## src/rtl/mult_pkg.sv

```systemverilog
// Shared definitions for the multiplier issue controller: FSM encoding,
// operand/product widths and the value reported when the multiplier times out.
package mult_pkg;

  localparam int OPND_W = 32;
  localparam int PROD_W = 64;

  localparam logic [PROD_W-1:0] TIMEOUT_SENTINEL = 64'hFFFF_FFFF_FFFF_FFFF;

  typedef enum logic [1:0] {
    ST_IDLE  = 2'd0,
    ST_ISSUE = 2'd1,
    ST_WAIT  = 2'd2,
    ST_HOLD  = 2'd3
  } mult_state_t;

endpackage

```

## src/rtl/mult_op_fifo.sv

```systemverilog
// Synchronous operand-pair queue: power-of-two depth, wrapping pointers,
// push ignored when full and pop ignored when empty.
module mult_op_fifo #(
  parameter int FIFO_DEPTH = 4,
  parameter int DATA_W     = 64
) (
  input  logic                          clock_in,
  input  logic                          reset,
  input  logic                          push,
  input  logic [DATA_W-1:0]             wdata,
  input  logic                          pop,
  output logic [DATA_W-1:0]             rdata,
  output logic [$clog2(FIFO_DEPTH):0]   level,
  output logic                          full,
  output logic                          empty
);

  localparam int PTR_W = $clog2(FIFO_DEPTH);
  localparam int LVL_W = PTR_W + 1;

  logic [DATA_W-1:0] mem [FIFO_DEPTH];
  logic [PTR_W-1:0]  wr_ptr;
  logic [PTR_W-1:0]  rd_ptr;
  logic [LVL_W-1:0]  count;
  logic              push_ok;
  logic              pop_ok;

  assign full    = (count == LVL_W'(FIFO_DEPTH));
  assign empty   = (count == '0);
  assign push_ok = push && !full;
  assign pop_ok  = pop && !empty;
  assign rdata   = mem[rd_ptr];
  assign level   = count;

  // Storage carries no reset; validity is tracked by count alone.
  always_ff @(posedge clock_in) begin
    if (push_ok) begin
      mem[wr_ptr] <= wdata;
    end
  end

  // Pointer width equals log2(depth), so increments wrap modulo FIFO_DEPTH.
  always_ff @(posedge clock_in) begin
    if (reset) begin
      wr_ptr <= '0;
      rd_ptr <= '0;
      count  <= '0;
    end else begin
      if (push_ok) wr_ptr <= wr_ptr + 1'b1;
      if (pop_ok)  rd_ptr <= rd_ptr + 1'b1;
      case ({push_ok, pop_ok})
        2'b10:   count <= count + 1'b1;
        2'b01:   count <= count - 1'b1;
        default: count <= count;
      endcase
    end
  end

endmodule

```

## src/rtl/mult_issue_ctrl.sv

```systemverilog
// Queues operand pairs and issues them one at a time to a multi-cycle multiplier,
// holding each product for the consumer. Optional watchdog: MULT_ISSUE_TIMEOUT_EN.
module mult_issue_ctrl
  import mult_pkg::*;
#(
  parameter int FIFO_DEPTH     = 4,
  parameter int TIMEOUT_CYCLES = 64
) (
  input  logic                          clock_in,
  input  logic                          reset,
  input  logic                          op_valid,
  output logic                          op_ready,
  input  logic [OPND_W-1:0]             op_a,
  input  logic [OPND_W-1:0]             op_b,
  output logic                          mul_enable,
  output logic [PROD_W-1:0]             mul_operand,
  input  logic                          mul_busy,
  input  logic [PROD_W-1:0]             mul_result,
  output logic                          res_valid,
  input  logic                          res_ready,
  output logic [PROD_W-1:0]             res_data,
  output logic [$clog2(FIFO_DEPTH):0]   fifo_level,
  output logic                          timeout_err
);

  mult_state_t       state;
  mult_state_t       state_next;
  logic              fifo_push;
  logic              fifo_pop;
  logic              fifo_full;
  logic              fifo_empty;
  logic [PROD_W-1:0] fifo_head;
  logic              capture_res;
  logic              wait_expired;

  assign op_ready  = !reset && !fifo_full;
  assign fifo_push = op_valid && op_ready;

  mult_op_fifo #(
    .FIFO_DEPTH (FIFO_DEPTH),
    .DATA_W     (PROD_W)
  ) u_fifo (
    .clock_in (clock_in),
    .reset    (reset),
    .push     (fifo_push),
    .wdata    ({op_a, op_b}),
    .pop      (fifo_pop),
    .rdata    (fifo_head),
    .level    (fifo_level),
    .full     (fifo_full),
    .empty    (fifo_empty)
  );

`ifdef MULT_ISSUE_TIMEOUT_EN
  localparam int CNT_W = $clog2(TIMEOUT_CYCLES + 1);

  logic [CNT_W-1:0] wait_cnt;
  logic             timeout_q;

  // The cycle that would bring the count to TIMEOUT_CYCLES ends the wait.
  assign wait_expired = (state == ST_WAIT) && mul_busy &&
                        (wait_cnt == CNT_W'(TIMEOUT_CYCLES - 1));
  assign timeout_err  = timeout_q;

  always_ff @(posedge clock_in) begin
    if (reset) begin
      wait_cnt  <= '0;
      timeout_q <= 1'b0;
    end else begin
      if (state != ST_WAIT) begin
        wait_cnt <= '0;
      end else if (mul_busy && !wait_expired) begin
        wait_cnt <= wait_cnt + 1'b1;
      end
      if (wait_expired) begin
        timeout_q <= 1'b1;
      end
    end
  end
`else
  assign wait_expired = 1'b0;
  assign timeout_err  = 1'b0;
`endif

  always_ff @(posedge clock_in) begin
    if (reset) begin
      state <= ST_IDLE;
    end else begin
      state <= state_next;
    end
  end

  // A pop always coincides with entry to ISSUE, from IDLE or straight from HOLD.
  always_comb begin
    state_next  = state;
    fifo_pop    = 1'b0;
    capture_res = 1'b0;
    case (state)
      ST_IDLE: begin
        if (!fifo_empty) begin
          state_next = ST_ISSUE;
          fifo_pop   = 1'b1;
        end
      end
      ST_ISSUE: begin
        state_next = ST_WAIT;
      end
      ST_WAIT: begin
        if (!mul_busy) begin
          state_next  = ST_HOLD;
          capture_res = 1'b1;
        end else if (wait_expired) begin
          state_next = ST_HOLD;
        end
      end
      ST_HOLD: begin
        if (res_ready) begin
          if (!fifo_empty) begin
            state_next = ST_ISSUE;
            fifo_pop   = 1'b1;
          end else begin
            state_next = ST_IDLE;
          end
        end
      end
      default: begin
        state_next = ST_IDLE;
      end
    endcase
  end

  assign mul_enable = (state == ST_ISSUE);
  assign res_valid  = (state == ST_HOLD);

  // Operand only changes on a pop, so it holds through ISSUE and WAIT.
  always_ff @(posedge clock_in) begin
    if (reset) begin
      mul_operand <= '0;
    end else if (fifo_pop) begin
      mul_operand <= fifo_head;
    end
  end

  always_ff @(posedge clock_in) begin
    if (reset) begin
      res_data <= '0;
    end else if (capture_res) begin
      res_data <= mul_result;
    end else if (wait_expired) begin
      res_data <= TIMEOUT_SENTINEL;
    end
  end

endmodule
```

## config.mk

```make
export PLATFORM = sky130hd
export DESIGN_NAME = mult_issue_ctrl
export DESIGN_NICKNAME = d
export VERILOG_FILES = /design/src/rtl/mult_pkg.sv /design/src/rtl/mult_op_fifo.sv /design/src/rtl/mult_issue_ctrl.sv
export SDC_FILE = /design/constraint.sdc
export NUM_CORES = 1
export LEC_CHECK = 0
export BUFFER_PORTS_ARGS = -buffer_cell sky130_fd_sc_hd__buf_2
export CELL_PAD_IN_SITES_DETAIL_PLACEMENT = 0
export CELL_PAD_IN_SITES_GLOBAL_PLACEMENT = 1
export CORE_MARGIN = 4
export CORE_UTILIZATION = 45
export CTS_CLUSTER_SIZE = 14
export DETAILED_ROUTE_END_ITERATION = 10
export PLACE_DENSITY_LB_ADDON = 0.1
export SYNTH_ARGS = -nofsm -noshare
export SYNTH_HDL_FRONTEND = slang
export SYNTH_HIERARCHICAL = 1
export SYNTH_SLANG_ARGS = --single-unit
```

## constraint.sdc

```tcl
create_clock -name clock_in -period 3.5 [get_ports clock_in]
set_clock_uncertainty 0.2 [all_clocks]
set_input_delay 0.525 -clock clock_in [delete_from_list [all_inputs] [get_ports clock_in]]
set_output_delay 0.525 -clock clock_in [all_outputs]
set_load 0.01 [all_outputs]
```

==> run_results.csv <==
group,metric,value,unit
power_and_ir_drop,power,11.6,mW
sta,drv_slew,0,
finish,layout_common_cells,"buf_2 (265), edfxtp_1 (256), dfxtp_1 (137), a21oi_1 (133), nand2_1 (129)",
logic_synthesis,synth_xor_area_share,0.179,%
finish,fin_nets,1439,
finish,multi_input_area,3690,sq um
logic_synthesis,syn_avg_cell_area,14.9,sq um
worst_setup_path,reg2regPathDepth,12,
worst_setup_path,cp_data_arrival_time,3.27,ns
hold_path,min_path_type,"in -> reg",
sta,finalCritPeriodShare,86.4,%
finish,area_growth,23.6,%
die,dieWidth,189,um
sta,hold_viol_final,0,
routing,vias_per_cell,5.17,
sta,rsz0062_at_grt,"false",
sta,relSlewSlack,37.1,%
worst_setup_path,crit_chain,"inv_1, ha_1, or2_2, nor2_1, o31ai_1, inv_1, ha_1, inv_1, fa_1, xor2_1, or3_1, a21oi_1",
routing,ant_nets,0,
worst_setup_path,critical-path-top-delay-family,"adder cells",
global_route,grt_pass1_vias,9337,
routing,drt-pass1-iter-count,4,
die,ios,268,
logic_synthesis,synth_top_family_by_area,"multiplexers",
logic_synthesis,synth-simple-area-share,6.53,%
cts,cts.sinks,395,
global_route,grt_usage,19.2,%
cts,cts_tree,"built",
logic_synthesis,yosysUniqueCellTypes,39,
sta,period_minus_slack,3.02,ns
finish,finalNonFillerCells,1764,
logic_synthesis,synth-main-ff-cell,"edfxtp_1",
power_and_ir_drop,ir_drop,0.000496,V
finish,seq_area,10500,sq um
hold_path,hold_end,"u_fifo/mem[2][34]",
cts,cts-root-buf,"clkbuf_16",
worst_setup_path,cpMostUsedCell,"inv_1",
die,core.rowCount,65,
cts,ctsResizeCount,0,
placed_design,dp_hpwl,20.8,mm
worst_setup_path,critPathBufInv,3,
worst_setup_path,crit_type,"reg -> reg",
power_and_ir_drop,p_per_area,643,nW/um^2
logic_synthesis,syn_inst,986,
cts,cts_hold_buf,48,
cts,post-cts-setup-buffer-count,0,
placed_design,dp_slack,0.480,ns
logic_synthesis,synth_compound_area_share,7.24,%
sta,clock.fmax,331,MHz
worst_setup_path,worstReg2RegEnd,"u_fifo/level[2]",
flow_run,maxCapViolCount,0,
hold_path,holdPathStages,1,
global_route,grt_antenna_before_repair,2,
hold_path,min_from,"op_a[2]",
worst_setup_path,reg2reg_slack,0.48,ns
routing,drt_iter0_drc,496,
placed_design,placed_cells,1637,
logic_synthesis,synthMuxAreaShare,10.0,%
logic_synthesis,synth_adder_area_share,0.989,%
worst_setup_path,end_kind,"flop",
placed_design,placed_area,16400,sq um
logic_synthesis,synth_largest_area_cell,"edfxtp_1",
cts,clk_pin_slew,0.06,ns
logic_synthesis,netlist_area,14700,sq um
sta,finalSetupTns,0,ns
die,core_region_area,31900,sq um
worst_setup_path,slowest_delay,0.42,ns
logic_synthesis,ys_warn_count,6,
worst_setup_path,critPathSlowestCell,"fa_1",
cts,cts_buffers,43,
logic_synthesis,synth.area.top_cells,"edfxtp_1 (52%), dfxtp_1 (19%), mux4_2 (9.2%)",
worst_setup_path,worst_setup_path_start_kind,"flop",
sta,tightest_slew,0.944,ns
logic_synthesis,synth_edf_count,256,
routing,vias,9119,
cts,clk_latency,0.52,ns
global_route,grt_pass1_wl,54.0,mm
finish,fin_area,18100,sq um
routing,avgRoutedWirePerCell,19.6,um
logic_synthesis,ys_seq_elements,395,
logic_synthesis,seq_area_frac_synth,71.4,%
finish,antenna_cells,0,
sta,setup-violations-final,0,
placed_design,portBuffers,266,
finish,final_common_cell,"buf_2",
global_route,gr-total-overflow,0,
logic_synthesis,synthDominantCellAreaShare,52.4,%
die,start_util,46.0,%
die,die_y,189,um
finish,final_layout_size_suffix_gt1_share,31.2,%
worst_setup_path,worst-path-max-fanout,4,
finish,fillCellCount,2695,
die,dieArea,35600,sq um
power_and_ir_drop,cellLeakagePower,6.51,nW
logic_synthesis,async_flop_share,0,%
placed_design,gp_congestion,0.742,
logic_synthesis,postSynthNetCount,1130,
routing,drc_errors,0,
cts,cts_max_level,2,
sta,setup_slack,0.477,ns
worst_setup_path,r2r-start,"state[0]",
status,status,"finished, final reports clean",
global_route,grt_max_degree,84,
worst_setup_path,crit_required,3.75,ns
routing,wl,34.7,mm
cts,ctsLongestPathBuffers,3,
state kept, by name, summed over array words and instances, names as in the netlist, named ones only:
register	flops
u_fifo/mem	256
u_fifo/rd_ptr	2
u_fifo/wr_ptr	2
state	2
res_data	64
u_fifo/level	3
mul_operand	64
cells in the mapped netlist (4+ instances only):
cell type / n
edfxtp_1: 256
dfxtp_1: 139
a21oi_1: 133
nand2_1: 129
nand3_1: 65
mux4_2: 60
o21ai_1: 49
buf_2: 33
o21ai_0: 18
clkbuf_1: 13
inv_1: 11
ha_1: 10
buf_4: 9
nor2_1: 8
buf_6: 7
buf_12: 6
and2_1: 5
mux4_1: 4
nand2b_1: 4
stage by stage:
stage	util (%)	hold WS [ns]
2_1_floorplan	-	0.259
3_3_place_gp	51.3	0.238
3_5_place_dp	51.3	0.246
4_1_cts	56.9	0.000170
5_1_grt	56.9	0.00538
6_report	56.9	0.0215
report_power, final:
group	total (mW)	switching [mW]	internal, mW
Combinational	2.10	1.38	0.721
Sequential	5.44	0.165	5.28
Clock	4.11	1.71	2.39
Total	11.6	3.26	8.39
worst max-delay path by stage:
stage	from	endpoint	slack [ns]	depth (start not counted)
floorplan	reset	u_fifo/mem[1][0]	0.04	6
global placement	state[0]	u_fifo/level[2]	0.51	12
detailed placement	state[0]	u_fifo/level[2]	0.48	12
CTS	state[0]	u_fifo/level[2]	0.46	12
global route	state[0]	u_fifo/level[2]	0.23	12
finish	state[0]	u_fifo/level[2]	0.48	12
routing by layer:
layer	share of wire (%)	GRT usage (%)	vias up
met4	1.7	4.23	4
met1	43	25.6	4489
li1	-	-	4304
met5	0.066	0	-
met2	49	32.8	273
met3	6.5	4.32	49
area by class of cell:
cell class | count | share of cell area, %
multi-input combinational | 508 | 20.4
clock inverter | 11 | 0.373
clock buffer | 68 | 6.74
tap | 435 | 3.00
sequential | 395 | 57.8
inverter | 11 | 0.228
timing repair buffer | 336 | 11.5
cell families after synthesis:
family	after synthesis
adder cells (fa/ha/maj)	11
flip-flops	395
AND/OR/NAND/NOR	220
multiplexers	65
buffers and inverters	83
AO/OA/AOI/OAI	208
other	1
XOR/XNOR	3
No activity file was read; power rests on OpenSTA's default activity.
